--- src/rtl/wb_stage_pipe_pkg.sv ---
// Shared widths, constants and state encoding for the MEM->WB writeback stage.
// The state value doubles as the externally visible occupancy count.
package wb_stage_pipe_pkg;

    localparam int DEF_LANES  = 2;
    localparam int DEF_DATA_W = 32;
    localparam int DEF_ADDR_W = 5;

    typedef logic [DEF_ADDR_W-1:0] RegAddrBus;
    typedef logic [DEF_DATA_W-1:0] RegBus;

    localparam logic  WriteEnable  = 1'b1;
    localparam logic  WriteDisable = 1'b0;
    localparam logic  RstEnable    = 1'b1;
    localparam RegBus ZeroWord     = '0;

    typedef enum logic [1:0] {
        ST_EMPTY = 2'd0,
        ST_ONE   = 2'd1,
        ST_FULL  = 2'd2
    } wb_state_e;

endpackage

--- src/rtl/wb_lane_sanitise.sv ---
// Cleans per-lane write enables of one bundle: drops writes to r0 and any
// write shadowed by a younger lane of the same bundle targeting the same register.
module wb_lane_sanitise
    import wb_stage_pipe_pkg::*;
#(
    parameter int LANES  = DEF_LANES,
    parameter int ADDR_W = DEF_ADDR_W
) (
    input  logic [LANES-1:0]        we_i,
    input  logic [LANES*ADDR_W-1:0] waddr_i,
    output logic [LANES-1:0]        we_o
);

    always_comb begin
        we_o = we_i;
        for (int i = 0; i < LANES; i++) begin
            if (waddr_i[i*ADDR_W +: ADDR_W] == '0)
                we_o[i] = WriteDisable;
            // Lane 0 is oldest, so only a higher-numbered lane can overwrite lane i.
            for (int j = i + 1; j < LANES; j++) begin
                if (we_i[j] && (waddr_i[j*ADDR_W +: ADDR_W] == waddr_i[i*ADDR_W +: ADDR_W]))
                    we_o[i] = WriteDisable;
            end
        end
    end

endmodule

--- src/rtl/wb_stage_pipe.sv ---
// MEM->WB stage register for LANES writeback slots with valid/ready handshake,
// a one-entry skid buffer so in_ready never depends on out_ready, and flush.
module wb_stage_pipe
    import wb_stage_pipe_pkg::*;
#(
    parameter int LANES  = DEF_LANES,
    parameter int DATA_W = DEF_DATA_W,
    parameter int ADDR_W = DEF_ADDR_W
) (
    input  logic                    clk,
    input  logic                    rst,
    input  logic                    flush,
    input  logic                    in_valid,
    output logic                    in_ready,
    input  logic [LANES-1:0]        in_we,
    input  logic [LANES*ADDR_W-1:0] in_waddr,
    input  logic [LANES*DATA_W-1:0] in_wdata,
    output logic                    out_valid,
    input  logic                    out_ready,
    output logic [LANES-1:0]        out_we,
    output logic [LANES*ADDR_W-1:0] out_waddr,
    output logic [LANES*DATA_W-1:0] out_wdata,
    output logic [1:0]              occupancy
);

    logic [LANES-1:0] in_we_clean;

    wb_lane_sanitise #(
        .LANES  (LANES),
        .ADDR_W (ADDR_W)
    ) u_sanitise (
        .we_i    (in_we),
        .waddr_i (in_waddr),
        .we_o    (in_we_clean)
    );

    wb_state_e               state_q, state_d;
    logic [LANES-1:0]        main_we_q, main_we_d, skid_we_q, skid_we_d;
    logic [LANES*ADDR_W-1:0] main_waddr_q, main_waddr_d, skid_waddr_q, skid_waddr_d;
    logic [LANES*DATA_W-1:0] main_wdata_q, main_wdata_d, skid_wdata_q, skid_wdata_d;
    logic                    in_xfer, out_xfer;

    // Skid occupied exactly when FULL; decoded from registered state only.
    assign in_ready  = (state_q != ST_FULL) && (rst != RstEnable);
    assign out_valid = (state_q != ST_EMPTY);
    assign in_xfer   = in_valid && in_ready;
    assign out_xfer  = out_valid && out_ready;

    assign out_we    = out_valid ? main_we_q : '0;
    assign out_waddr = main_waddr_q;
    assign out_wdata = main_wdata_q;
    assign occupancy = state_q;

    always_comb begin
        state_d      = state_q;
        main_we_d    = main_we_q;
        main_waddr_d = main_waddr_q;
        main_wdata_d = main_wdata_q;
        skid_we_d    = skid_we_q;
        skid_waddr_d = skid_waddr_q;
        skid_wdata_d = skid_wdata_q;

        case (state_q)
            ST_EMPTY: begin
                if (in_xfer) begin
                    main_we_d    = in_we_clean;
                    main_waddr_d = in_waddr;
                    main_wdata_d = in_wdata;
                    state_d      = ST_ONE;
                end
            end
            ST_ONE: begin
                if (in_xfer && out_xfer) begin
                    main_we_d    = in_we_clean;
                    main_waddr_d = in_waddr;
                    main_wdata_d = in_wdata;
                end else if (in_xfer) begin
                    skid_we_d    = in_we_clean;
                    skid_waddr_d = in_waddr;
                    skid_wdata_d = in_wdata;
                    state_d      = ST_FULL;
                end else if (out_xfer) begin
                    state_d = ST_EMPTY;
                end
            end
            ST_FULL: begin
                if (out_xfer) begin
                    main_we_d    = skid_we_q;
                    main_waddr_d = skid_waddr_q;
                    main_wdata_d = skid_wdata_q;
                    state_d      = ST_ONE;
                end
            end
            default: state_d = ST_EMPTY;
        endcase

        // Address/data keep their last value so the idle bus does not toggle.
        if (flush) begin
            state_d   = ST_EMPTY;
            main_we_d = '0;
            skid_we_d = '0;
        end
    end

    always_ff @(posedge clk) begin
        if (rst == RstEnable) begin
            state_q      <= ST_EMPTY;
            main_we_q    <= '0;
            main_waddr_q <= '0;
            main_wdata_q <= '0;
            skid_we_q    <= '0;
            skid_waddr_q <= '0;
            skid_wdata_q <= '0;
        end else begin
            state_q      <= state_d;
            main_we_q    <= main_we_d;
            main_waddr_q <= main_waddr_d;
            main_wdata_q <= main_wdata_d;
            skid_we_q    <= skid_we_d;
            skid_waddr_q <= skid_waddr_d;
            skid_wdata_q <= skid_wdata_d;
        end
    end

endmodule
--- config.mk ---
export PLATFORM = sky130hd
export DESIGN_NAME = wb_stage_pipe
export DESIGN_NICKNAME = d
export VERILOG_FILES = /design/src/rtl/wb_stage_pipe_pkg.sv /design/src/rtl/wb_lane_sanitise.sv /design/src/rtl/wb_stage_pipe.sv
export SDC_FILE = /design/constraint.sdc
export NUM_CORES = 1
export LEC_CHECK = 0
export CORE_AREA = 2 2 122 124
export DETAILED_ROUTE_END_ITERATION = 8
export DIE_AREA = 0 0 124 126
export PLACE_DENSITY = 0.79
export SLEW_MARGIN = 15
export SYNTH_ARGS = -nofsm -noshare
export SYNTH_HDL_FRONTEND = slang
export SYNTH_HIERARCHICAL = 1
export SYNTH_SLANG_ARGS = --single-unit
--- constraint.sdc ---
create_clock -name clk -period 1.91 [get_ports clk]
set_clock_uncertainty 0.1 [all_clocks]
set_input_delay 0.2865 -clock clk [delete_from_list [all_inputs] [get_ports clk]]
set_output_delay 0.2865 -clock clk [all_outputs]
set_load 0.05 [all_outputs]
==> flow_summary.ini <==
[run_status]
run_status = complete, no violations

[yosys]
synth_area_leaders = dfxtp_1 44%, mux2i_1 11%, a311oi_1 9.5%
synth_seq_cells = 154
yosys.area_share.simple_pct = 7.152
ys_warn_count = 6
yosys.area_share.adder_pct = 0
yosysTopAreaCell = dfxtp_1
synth_nets = 827
ys_seq_area_share_pct = 43.95
synth_top_area_share_pct = 43.95
yosys.cell_count.top_type = dfxtp_1
synth-edff-count = 0
synth_top_family_by_area = compound AO/OA/AOI/OAI gates
async_reset_ff_share_pct = 0
synthXorXnorAreaFrac_pct = 0.6242
synth-compound-area-share_pct = 30.62
synthMuxAreaShare_pct = 10.99
syn_area_per_cell_um2 = 9.404
synth_common_cells = 154 x dfxtp_1, 77 x a21oi_1, 77 x mux2i_1, 76 x a311oi_1, 76 x nand3_1
post_synth_num_cell_types = 34
synth_area_um2 = 7015
synth_cells = 746
synth-main-ff-cell = dfxtp_1

[routing]
dr.pass1.iters = 6
first_iter_violations = 721
drtAntennaViolNets = 0
drc = 0
vias = 6932
avgRoutedWirePerCell_um = 20.23
viasPerCell = 6.454
wirelength_um = 21730

[worst_setup_path]
cpLargestDelayFamily = simple AND/OR/NAND/NOR gates
crit_arrival_ps = 1470
ff2ff_path_depth = 5
criticalPathCategory = reg -> out
cp_max_fo = 7
r2r-end = out_wdata[41]$_SDFFE_PP0P_
cp-end-kind = output port
critPathBufInv = 1
startpoint = occupancy[1]$_SDFFE_PP0P_
worstPathCellList = or2_4, and2_2, buf_12
critPathLaunchType = flop
cp_slowest_cell = dfxtp_2
crit_cells = 3
endpoint = out_we[0]
r2r_start = occupancy[0]$_SDFFE_PP0P_
cp.required_ps = 1520
r2r_slack_ps = 120
critPathMaxStageDelay_ps = 380

[floorplanning]
die_w_um = 124
core_area_um2 = 14310
start_util_pct = 49.01
rows = 44
io_pins = 161
die_h_um = 126
die_area_um2 = 15620

[final_layout]
nNetsFinal = 958
num-fill-cells = 1111
area_delta_synth_final_pct = 36.76
antennaDiodeCount = 0
fin_util_pct = 67.03
final_layout_size_suffix_gt1_share_pct = 15.28

[sta]
finalCritPeriodShare_pct = 97.30
drv_slew = 0
grt_setup_unrepaired = false
slew_headroom_pct = 54.84
final.min_clock_period_ps = 1859
setup_viol = 0
timing.final.hold_violations = 0
max_freq_ghz = 0.5381
worst_pin_slew_ps = 677.4
layout_setup_ws_ps = 51.50

[placed_design]
port_buffers = 160
pre_cts_ws_ps = -94.15
gp_congestion = 0.8067
dpl.hpwl_um = 13830

[power]
p_per_area_nw_per_um2 = 849.8
peakVddDrop_uv = 585.6
p_leak_nw = 4.019

[clock_network]
clkLatencyLatePin_ps = 430
max-clock-path-buffers = 2
cts-buffers-inserted = 17
ctsHoldBuffers = 0
cts_max_level = 4
clock_sinks = 154
cts.clk_slew.worst_paths_ps = 60
cts_tree = done
cts-root-buf = clkbuf_16

[grt]
use_met2_pct = 44.09
grt.total_usage_pct = 27.77
grtUsageMet1_pct = 35.46
grt_max_degree = 81
grt_pass1_vias = 6793
grt_pass1_wl_um = 34420
antenna_found_initial = 0
grt.busiest_layer = met2
grt_use_met3_pct = 6.114
grt_overflow = 0

[flow_run]
maxCapViolations = 0

[min_path]
hp-class = in -> reg
[cells by family (layout without fill, tap and decap cells)]
family                 Yosys count  in the layout
XOR/XNOR                         5              5
multiplexers                    77             77
buffers and inverters          105            249
flip-flops                     154            154
AND/OR/NAND/NOR                 94             94
AO/OA/AOI/OAI                  311            311
[layer usage]
metal / share of wire (%) / vias to the layer above
met4: 3.3 / 0
li1: - / 3150
met5: 0 / -
met2: 48 / 367
met1: 40 / 3352
met3: 8.2 / 63
[stage by stage]
stage	cells	hold slack [ps]	cell area [um^2]	power [W]	TNS (ps)
global route	1074	135.2	9594	0.008407	0
detailed placement	1039	366.1	9060	0.004890	-3517
floorplan	746	334.2	7030	0.004293	-93.63
global placement	1039	359.1	9060	0.004854	0
finish	1074	130.1	9594	0.008153	0
CTS	1074	118.5	9594	0.008180	0
[worst min path at each step]
stage                                       start                       endpoint  cells after the start
floorplan                             in_waddr[0]   skid_waddr_q[0]$_SDFFE_PP0P_                      2
detailed placement   skid_wdata_q[0]$_SDFFE_PP0P_   skid_wdata_q[0]$_SDFFE_PP0P_                      2
CTS                                           rst   skid_wdata_q[1]$_SDFFE_PP0P_                      2
global placement    skid_wdata_q[18]$_SDFFE_PP0P_  skid_wdata_q[18]$_SDFFE_PP0P_                      2
finish                                        rst   skid_wdata_q[3]$_SDFFE_PP0P_                      2
global route                                  rst   skid_waddr_q[8]$_SDFFE_PP0P_                      2
[what timing repair did]
item / 4_1_cts / 5_1_grt
gates resized for setup: 67 / 0
setup endpoints to repair: 68 / 0
setup buffers: 3 / 0
[report_power, final]
group / internal [W] / switching [W] / leakage [nW]
sequential: 0.00334 / 0.0000838 / 1.26
clock: 0.00201 / 0.00138 / 0.291
combinational: 0.000514 / 0.000824 / 2.47
[layout make-up]
class                   instances  area (um^2)  area share, %
multi-input cells             487         3536          36.85
clock buffers                  20        456.7          4.760
well taps                     184        230.2          2.400
clock inverters                12        138.9          1.448
flip-flops and latches        154         3085          32.16
inverters                       1        6.256        0.06521
repair buffers                216         2141          22.31
[state kept, by name, indices dropped and copies added (netlist names)]
register and flops:
out_wdata 64, skid_wdata_q 64, out_waddr 10, skid_waddr_q 10, main_we_q 2, occupancy 2
skid_we_q 2
[placed cells by master, fill, tap and decap left out, drive strengths merged, types with 20 or more instances in the layout]
| master | n |
|---|---|
| a21oi | 77 |
| dfxtp | 154 |
| a211oi | 76 |
| clkbuf | 20 |
| mux2i | 77 |
| nand3 | 76 |
| o21ai | 77 |
| a311oi | 76 |
| buf | 70 |
| dlygate4sd2 | 67 |
| clkdlybuf4s50 | 79 |
Note: power is estimated with default switching activity, not from simulation.
